## config.mk

```make
export PLATFORM = sky130hd
export DESIGN_NAME = rs_syndrome_accumulator_flat
export DESIGN_NICKNAME = d
export VERILOG_FILES = /design/src/rtl/rs_syndrome_accumulator_pkg.sv /design/src/rtl/rs_syndrome_accumulator_if.sv /design/src/rtl/rs_syndrome_accumulator_gf_mul_alpha.sv /design/src/rtl/rs_syndrome_accumulator.sv /design/src/flat_wrapper.sv
export SDC_FILE = /design/constraint.sdc
export NUM_CORES = 1
export LEC_CHECK = 0
export ABC_AREA = 1
export BUFFER_PORTS_ARGS = -buffer_cell sky130_fd_sc_hd__buf_2
export CAP_MARGIN = 20
export CORE_UTILIZATION = 25
export CTS_CLUSTER_DIAMETER = 120
export CTS_CLUSTER_SIZE = 20
export DETAILED_ROUTE_END_ITERATION = 16
export PLACE_DENSITY = 0.39
export SLEW_MARGIN = 40
export SYNTH_ARGS = -nofsm -noshare
export SYNTH_HDL_FRONTEND = slang
export SYNTH_SLANG_ARGS = --single-unit
```

## constraint.sdc

```tcl
create_clock -name clk -period 3.8 [get_ports clk]
set_input_delay 0 -clock clk [delete_from_list [all_inputs] [get_ports clk]]
set_output_delay 0 -clock clk [all_outputs]
set_load 0.1 [all_outputs]
```

## src/rtl/rs_syndrome_accumulator_pkg.sv

```systemverilog
// Shared GF(2^W) definitions for the RS decode front end.
package rs_syndrome_accumulator_pkg;

    localparam int          N            = 7;
    localparam int          SYMBOL_WIDTH = 3;
    // x^3 + x + 1; bit W is the implicit leading term
    localparam logic [SYMBOL_WIDTH:0] PRIM_POLY = 4'b1011;

    localparam int          CW_W  = N * SYMBOL_WIDTH;
    localparam int          CNT_W = $clog2(N);

endpackage

```

## src/rtl/rs_syndrome_accumulator_if.sv

```systemverilog
// Symbol-in / codeword-out handshake bundle of the syndrome accumulator.
interface rs_syndrome_accumulator_if;
    import rs_syndrome_accumulator_pkg::*;

    logic                    in_valid;
    logic                    in_ready;
    logic [SYMBOL_WIDTH-1:0] in_symbol;
    logic                    in_last;
    logic                    out_valid;
    logic                    out_ready;
    logic [CW_W-1:0]         out_codeword;
    logic [SYMBOL_WIDTH-1:0] out_s1;
    logic [SYMBOL_WIDTH-1:0] out_s2;
    logic                    frame_err;

    modport slave (
        input  in_valid, in_symbol, in_last, out_ready,
        output in_ready, out_valid, out_codeword, out_s1, out_s2, frame_err
    );

    modport master (
        output in_valid, in_symbol, in_last, out_ready,
        input  in_ready, out_valid, out_codeword, out_s1, out_s2, frame_err
    );

endinterface

```

## src/rtl/rs_syndrome_accumulator_gf_mul_alpha.sv

```systemverilog
// Combinational multiply by alpha (=x) in GF(2^W), polynomial basis.
module gf_mul_alpha #(
    parameter int           W         = 3,
    parameter logic [W:0]   PRIM_POLY = 4'b1011
) (
    input  logic [W-1:0] a_i,
    output logic [W-1:0] y_o
);

    assign y_o = {a_i[W-2:0], 1'b0} ^ (a_i[W-1] ? PRIM_POLY[W-1:0] : '0);

endmodule

```

## src/rtl/rs_syndrome_accumulator.sv

```systemverilog
// Assembles received RS symbols into a codeword while accumulating S1/S2
// by Horner's rule; double-buffered output with valid/ready handshake.
module rs_syndrome_accumulator
    import rs_syndrome_accumulator_pkg::*;
(
    input  logic                        clk,
    input  logic                        reset,
    rs_syndrome_accumulator_if.slave    bus
);

    localparam int W = SYMBOL_WIDTH;

    logic [CNT_W-1:0] cnt_q, cnt_d;
    logic [CW_W-1:0]  cw_acc_q, cw_next;
    logic [W-1:0]     s1_acc_q, s1_next;
    logic [W-1:0]     s2_acc_q, s2_next;
    logic [CW_W-1:0]  out_cw_q, out_cw_d;
    logic [W-1:0]     out_s1_q, out_s1_d;
    logic [W-1:0]     out_s2_q, out_s2_d;
    logic             out_valid_q, out_valid_d;
    logic             frame_err_q, frame_err_d;

    logic [W-1:0]     s1_mul, s2_mul_a, s2_mul;
    logic             at_last, first, in_ready, accept;

    gf_mul_alpha #(.W(W), .PRIM_POLY(PRIM_POLY)) u_s1_mul  (.a_i(s1_acc_q), .y_o(s1_mul));
    gf_mul_alpha #(.W(W), .PRIM_POLY(PRIM_POLY)) u_s2_mul0 (.a_i(s2_acc_q), .y_o(s2_mul_a));
    gf_mul_alpha #(.W(W), .PRIM_POLY(PRIM_POLY)) u_s2_mul1 (.a_i(s2_mul_a), .y_o(s2_mul));

    assign at_last  = (cnt_q == CNT_W'(N - 1));
    assign first    = (cnt_q == '0);
    // Stall only when a completion would overwrite an output not yet taken
    assign in_ready = !(at_last && out_valid_q && !bus.out_ready);
    assign accept   = bus.in_valid && in_ready;

    // First symbol of a frame loads directly so no stale state leaks in
    always_comb begin
        cw_next = CW_W'(bus.in_symbol);
        s1_next = bus.in_symbol;
        s2_next = bus.in_symbol;
        if (!first) begin
            cw_next = {cw_acc_q[CW_W-W-1:0], bus.in_symbol};
            s1_next = s1_mul ^ bus.in_symbol;
            s2_next = s2_mul ^ bus.in_symbol;
        end
    end

    always_comb begin
        cnt_d       = cnt_q;
        out_cw_d    = out_cw_q;
        out_s1_d    = out_s1_q;
        out_s2_d    = out_s2_q;
        out_valid_d = out_valid_q;
        frame_err_d = frame_err_q;
        if (out_valid_q && bus.out_ready) begin
            out_valid_d = 1'b0;
        end
        if (accept) begin
            if (at_last) begin
                cnt_d       = '0;
                out_cw_d    = cw_next;
                out_s1_d    = s1_next;
                out_s2_d    = s2_next;
                out_valid_d = 1'b1;
                if (!bus.in_last) frame_err_d = 1'b1;
            end else if (bus.in_last) begin
                cnt_d       = '0;
                frame_err_d = 1'b1;
            end else begin
                cnt_d = cnt_q + CNT_W'(1);
            end
        end
    end

    always_ff @(posedge clk) begin
        if (reset) begin
            cnt_q       <= '0;
            out_cw_q    <= '0;
            out_s1_q    <= '0;
            out_s2_q    <= '0;
            out_valid_q <= 1'b0;
            frame_err_q <= 1'b0;
        end else begin
            cnt_q       <= cnt_d;
            out_cw_q    <= out_cw_d;
            out_s1_q    <= out_s1_d;
            out_s2_q    <= out_s2_d;
            out_valid_q <= out_valid_d;
            frame_err_q <= frame_err_d;
        end
    end

    // Accumulators need no reset: cnt==0 always reloads them
    always_ff @(posedge clk) begin
        if (accept) begin
            cw_acc_q <= cw_next;
            s1_acc_q <= s1_next;
            s2_acc_q <= s2_next;
        end
    end

    assign bus.in_ready     = in_ready;
    assign bus.out_valid    = out_valid_q;
    assign bus.out_codeword = out_cw_q;
    assign bus.out_s1       = out_s1_q;
    assign bus.out_s2       = out_s2_q;
    assign bus.frame_err    = frame_err_q;

endmodule

```

## src/flat_wrapper.sv

```systemverilog
// flat-port wrapper written by rule: the top's interface ports become plain ports
module rs_syndrome_accumulator_flat import rs_syndrome_accumulator_pkg::*;
  (clk, reset, bus_in_valid, bus_in_symbol, bus_in_last, bus_out_ready, bus_in_ready, bus_out_valid, bus_out_codeword, bus_out_s1, bus_out_s2, bus_frame_err);
  rs_syndrome_accumulator_if bus_i ();
  input  logic clk;
  input  logic reset;
  input wire logic [$bits(bus_i.in_valid)-1:0] bus_in_valid;
  input wire logic [$bits(bus_i.in_symbol)-1:0] bus_in_symbol;
  input wire logic [$bits(bus_i.in_last)-1:0] bus_in_last;
  input wire logic [$bits(bus_i.out_ready)-1:0] bus_out_ready;
  output wire logic [$bits(bus_i.in_ready)-1:0] bus_in_ready;
  output wire logic [$bits(bus_i.out_valid)-1:0] bus_out_valid;
  output wire logic [$bits(bus_i.out_codeword)-1:0] bus_out_codeword;
  output wire logic [$bits(bus_i.out_s1)-1:0] bus_out_s1;
  output wire logic [$bits(bus_i.out_s2)-1:0] bus_out_s2;
  output wire logic [$bits(bus_i.frame_err)-1:0] bus_frame_err;
  assign bus_i.in_valid = bus_in_valid;
  assign bus_i.in_symbol = bus_in_symbol;
  assign bus_i.in_last = bus_in_last;
  assign bus_i.out_ready = bus_out_ready;
  assign bus_in_ready = bus_i.in_ready;
  assign bus_out_valid = bus_i.out_valid;
  assign bus_out_codeword = bus_i.out_codeword;
  assign bus_out_s1 = bus_i.out_s1;
  assign bus_out_s2 = bus_i.out_s2;
  assign bus_frame_err = bus_i.frame_err;
  rs_syndrome_accumulator u_core (.clk(clk), .reset(reset), .bus(bus_i));
endmodule
```

==> results of run 1 <==
-- power groups by stage --
stage	combinational, W	clock, W	sequential (W)
4_1_cts	0.0000801	0.000423	0.000659
3_3_place_gp	0.0000781	0	0.000673
5_1_grt	0.0000905	0.000441	0.000662
3_5_place_dp	0.0000769	0	0.000672
2_1_floorplan	0.0000492	0	0.000676
6_report	0.0000779	0.000405	0.000659
-- per-layer routing --
metal	vias to the layer above	GRT usage	wire, um
li1	895	-	-
met1	773	0.142	2380
met2	24	0.184	2240
met3	7	0.0262	203
met4	0	0.0344	59
met5	-	0	0
-- stage by stage --
| step | cells | power (W) | hold WS (ns) | util |
|---|---|---|---|---|
| after floorplan | 263 | 0.000725 | 0.0989 | - |
| after global placement | 399 | 0.000751 | 0.260 | 0.292 |
| after detailed placement | 399 | 0.000749 | 0.267 | 0.292 |
| after CTS | 410 | 0.00116 | 0.0115 | 0.308 |
| after global routing | 410 | 0.00119 | 0.0441 | 0.308 |
| final | 410 | 0.00114 | 0.0211 | 0.308 |
-- state kept, by name, summed over array words and instances, names as in the netlist --
name,cells
u_core.bus.out_codeword,21
u_core.bus.out_s2,3
u_core.bus.out_s1,3
u_core.s1_acc_q,3
u_core.bus.out_valid,1
u_core.bus.frame_err,1
u_core.s2_acc_q,3
u_core.cnt_q,3
u_core.cw_acc_q,18
-- cell usage after synthesis, drive strengths merged --
| cell type | n | area (sq um) |
|---|---|---|
| dfxtp | 32 | 641 |
| a21o | 1 | 7.51 |
| a21oi | 25 | 159 |
| nand3 | 10 | 62.6 |
| nand2 | 72 | 295 |
| nor2 | 28 | 105 |
| inv | 43 | 161 |
| o21ai | 10 | 50.1 |
| clkbuf | 5 | 18.8 |
| nand4 | 5 | 31.3 |
| edfxtp | 24 | 721 |
| ha | 3 | 37.5 |
| buf | 5 | 46.3 |
-- repair_timing --
| action | in CTS | in global routing |
|---|---|---|
| hold endpoints to repair | 6 | 0 |
| hold buffers | 3 | 0 |
| endpoints found under the setup margin | 0 | 0 |
-- critical path, delay by kind of cell (launching register included) --
kind | cells | cell delay, ns
buf+inv | 4 | 0.78
simple gates | 4 | 0.59
flops | 1 | 0.34
fa+ha+maj | 1 | 0.16
-- layout make-up --
class                   instances  area [sq um]
multi-input cells             154           748
inverters                      43           161
clock buffers                   6          72.6
repair buffers                 41           223
clock inverters                 2          38.8
flip-flops and latches         56          1360
well taps                     108           135
fillers                       956          6150
-- path summary, 6_finish.rpt --
path | startpoint | end | slack, ns | cells after the start
setup / recovery | u_core.cnt_q[0] | u_core.bus.out_s2[1] | 1.83 | 9
hold / removal | bus_in_last | u_core.cnt_q[0] | 0.02 | 4
setup reg to reg | u_core.cnt_q[0] | u_core.bus.out_s2[1] | 1.83 | 9
hold reg to reg | u_core.bus.out_codeword[16] | u_core.bus.out_codeword[16] | 0.47 | 2
-- cells by family (layout without fill, tap and decap cells) --
group                      count (synthesis)  count (layout)  synth area share
DFF                                       56              56             0.583
adders and majority gates                  3               3            0.0161
buffers and inverters                     53              92            0.0969
and+or+nand+nor                          115             115             0.212
AOI/OAI and AO/OA                         36              36            0.0927
==> flow_summary.json, run 1 <==
{
  "hpwl_um": 3190,
  "clock_skew_ns": 0.00849,
  "drv_slew": 0,
  "wl_um": 4880,
  "ys_warn_count": 0,
  "nets": 312,
  "post_cts_resized": 0,
  "setup_tns_ns": 0,
  "dr.pass1.iters": 4,
  "avgSynthCellArea_sq_um": 8.88,
  "timing.fmax_ghz": 0.507,
  "placed_area_sq_um": 2600,
  "p_sw_frac": 0.238,
  "arrival_ns": 2.19,
  "layout_common_cells": "62 x nand2_1, 40 x inv_1, 37 x buf_2",
  "rsz0062_at_grt": "false",
  "power_density_nw_per_um2": 417,
  "worst_setup_path_start_kind": "flop",
  "antenna_found_initial": 0,
  "hold_viol": 0,
  "initial_utilization": 0.263,
  "ios": 38,
  "place_congestion": 0.694,
  "max_stage_delay_ns": 0.56,
  "max_cap_viol_count": 0,
  "gr-total-overflow": 0,
  "final_common_cell": "nand2_1",
  "pwr-share-comb": 0.068,
  "die_h_um": 98.7,
  "fin_crit_ns": 1.97,
  "syn_area_sq_um": 2340,
  "die_w_um": 98.7,
  "syn-num-nets": 274,
  "clkTransAtPathRegs_ns": 0.10,
  "numClockSinks": 56,
  "clk_path_buf_depth": 2,
  "synth_seq_cells": 56,
  "tightest_slew_ns": 0.595,
  "wl_per_cell_um": 11.9,
  "final_area_sq_um": 2740,
  "io_buffers": 37,
  "area_delta_synth_final_pct": 17.3,
  "core_sq_um": 8890,
  "first_global_vias": 1760,
  "placementRows": 34,
  "track_usage": 0.110,
  "avgViaCountPerCell": 4.14,
  "clkPwrFrac": 0.355,
  "diodes": 0,
  "critical_path.endpoint_type": "flop",
  "worstPathMaxFanout": 29,
  "place_ws_ns": 1.76,
  "maxSlewHeadroom": 0.603,
  "clock_latency_ns": 0.31,
  "p_sw_w": 0.000271,
  "cts_setup_buffers": 0,
  "grt_pass1_wl_um": 8440,
  "dieArea_sq_um": 9730,
  "final_layout_size_suffix_gt1_frac": 0.225,
  "drt_iter0_markers": 55,
  "cts_tree": "yes",
  "internal-power_w": 0.000871,
  "hp-class": "input pin to flop",
  "setup_viol_count_final": 0,
  "slowest_stage": "inv_2",
  "setup_ws_ns": 1.83,
  "syn_inst": 263,
  "ir_worst_vdd_mv": 0.178,
  "yosysUniqueCellTypes": 19,
  "cts-root-buf": "clkbuf_8",
  "fin_crit_sh": 0.519,
  "num_vias": 1699,
  "status": "completed",
  "seq_power_share": 0.577,
  "grt_max_degree": 30,
  "leakagePower_nw": 1.22,
  "postRouteAntennaNets": 0,
  "remaining_drc_errors": 0,
  "cts_buffers": 5,
  "h-tree-depth": 2,
  "seq_area_frac_synth": 0.583,
  "cp_cell_sequence": "inv_1 -> ha_1 -> nand2_2 -> inv_2 -> nand3_4 -> inv_2 -> nand3_1 -> nand2_1 -> inv_1",
  "critPathRequiredTime_ns": 4.02,
  "critPathKind": "flop to flop"
}
(Power assumes the default switching activity.)
==> inputs of run 2 (changes only) <==
Clock period 3.8 ns to 1.9 ns, I/O delays scaled along.
==> run 2 against run 1 <==
  * Count of clock-buffer cells in the layout unchanged
  * Critical path depth fell by 3
  * Register-to-register slack worse by 1.5 ns
  * Non-clock buffer count is 5 higher
  * Worst hold slack lost 0.0021 ns
  * Sequential share of layout area is 0.76 points lower
  * Critical path type is now flop to primary output
  * Core utilization up 0.56 points
  * Wire length rose by 4.1%
  * Worst setup slack worse by 1.5 ns
  * Cell count grew 0.98%
  * Critical endpoint is now bus_in_ready
==> flow_summary.json, run 2 (synthesis results as in run 1) <==
{
  "grt_pass1_wl_um": 8260,
  "rsz0062_at_grt": "false",
  "layout_common_cells": "60 x nand2_1, 40 x inv_1, 37 x buf_2",
  "postRouteAntennaNets": 0,
  "cp_cell_sequence": "inv_1 -> ha_1 -> nand2_2 -> inv_2 -> nand2_4 -> buf_2",
  "hold_end": "u_core.cnt_q[0]",
  "core_sq_um": 8890,
  "initial_utilization": 0.263,
  "slowest_stage": "buf_2",
  "ir_worst_vdd_mv": 0.330,
  "cp.buffers_inverters": 3,
  "grt_util_met2": 0.185,
  "setup_tns_ns": 0,
  "numClockSinks": 56,
  "setup_ws_ns": 0.288,
  "antenna_found_initial": 0,
  "clock_skew_ns": 0.00583,
  "p_total_w": 0.00214,
  "gr-usage-met1": 0.143,
  "die_h_um": 98.7,
  "place_congestion": 0.746,
  "num_vias": 1734,
  "largest_reg_flops": 21,
  "nets": 317,
  "track_usage": 0.110,
  "drt_iter0_markers": 47,
  "max_cap_viol_count": 0,
  "wl_per_cell_um": 12.3,
  "reg2regPathDepth": 9,
  "final_layout_size_suffix_gt1_frac": 0.248,
  "path_delay_family": "buffers and inverters",
  "instances_no_fill": 414,
  "worstPathMaxFanout": 3,
  "drv_slew": 0,
  "timing.fmax_ghz": 0.620,
  "cts_buffers": 5,
  "first_global_vias": 1641,
  "fin_crit_ns": 1.61,
  "worstHoldStart": "bus_in_last",
  "dieArea_sq_um": 9730,
  "diodes": 0,
  "hpwl_um": 3510,
  "clkTransAtPathRegs_ns": 0.09,
  "cts-root-buf": "clkbuf_8",
  "clk_path_buf_depth": 2,
  "cts_tree": "yes",
  "r2r_slack_ns": 0.31,
  "maxSlewHeadroom": 0.675,
  "area_delta_synth_final_pct": 19.4,
  "fill_cells": 944,
  "critPathRequiredTime_ns": 1.90,
  "ios": 38,
  "fin_crit_sh": 0.848,
  "dr.pass1.iters": 4,
  "avgViaCountPerCell": 4.19,
  "h-tree-depth": 2,
  "max_stage_delay_ns": 0.42,
  "die_w_um": 98.7,
  "tightest_slew_ns": 0.491,
  "power_density_nw_per_um2": 765,
  "rr_startpoint": "u_core.cnt_q[0]",
  "place_ws_ns": 0.128,
  "clock_latency_ns": 0.30,
  "critPathKind": "flop to primary output",
  "gr-total-overflow": 0,
  "arrival_ns": 1.61,
  "leakagePower_nw": 1.25,
  "wl_um": 5080,
  "final_common_cell": "nand2_1",
  "io_buffers": 37,
  "status": "completed",
  "cts_setup_buffers": 0,
  "busiest_layer": "met2",
  "critical_path.endpoint_type": "primary output",
  "r2r_end": "u_core.bus.out_codeword[16]",
  "hp-class": "input pin to flop",
  "holdPathStages": 4,
  "placedCellCount": 404,
  "hold_viol": 0,
  "grt.met3_usage": 0.0248,
  "remaining_drc_errors": 0,
  "worst_setup_path_start_kind": "flop",
  "setup_viol_count_final": 0,
  "placementRows": 34,
  "grt_max_degree": 27
}
==> run 2: routing by layer <==
metal | routed length, um | share of wire
met1 | 2570 | 0.51
met2 | 2280 | 0.45
met3 | 190 | 0.037
met4 | 46 | 0.0090
met5 | 0 | 0
==> run 2: how the worst max path moves through the flow <==
stage                         start                          end  cells after the start
6_report            u_core.cnt_q[0]                 bus_in_ready                      6
5_1_grt             u_core.cnt_q[0]         u_core.bus.out_s1[2]                      8
4_1_cts             u_core.cnt_q[0]           u_core.cw_acc_q[9]                      6
3_5_place_dp        u_core.cnt_q[0]           u_core.cw_acc_q[9]                      6
3_3_place_gp        u_core.cnt_q[0]  u_core.bus.out_codeword[15]                      8
2_1_floorplan  u_core.bus.out_valid           u_core.cw_acc_q[0]                      5
==> run 2: timing repair <==
item                                    CTS  global route
gates resized for setup                   0             1
hold buffers                              3             0
hold endpoints to repair                  6             0
endpoints found under the setup margin    0            18
==> run 2: layout make-up <==
class | count | area, sq um | share of cell area
Clock inverter | 1 | 3.75 | 0.00135
Clock buffer | 6 | 82.6 | 0.0296
Multi-Input combinational cell | 154 | 766 | 0.274
Timing Repair Buffer | 46 | 273 | 0.0978
Inverter | 43 | 165 | 0.0592
Tap cell | 108 | 135 | 0.0484
Sequential cell | 56 | 1370 | 0.489
==> run 2: power breakdown <==
part	switching (W)	internal (W)	total (W)	leakage [nW]
logic	0.000119	0.0000478	0.000167	0.706
clock network	0.000368	0.000286	0.000654	0.0447
registers	0.0000159	0.00130	0.00131	0.502
==> run 2: through the flow <==
stage / hold slack [ns] / util / area, sq um
after floorplan: 0.0989 / - / 2360
after global placement: 0.253 / 0.300 / 2670
after detailed placement: 0.255 / 0.300 / 2670
after CTS: 0.0140 / 0.314 / 2790
after global routing: 0.0388 / 0.314 / 2790
final: 0.0190 / 0.314 / 2790
==> run 2: tightest hold or removal path: cells and delay by family <==
family          cells  cell delay (ns)
simple gates        1             0.08
compound gates      1             0.06
buf+inv             2             0.14
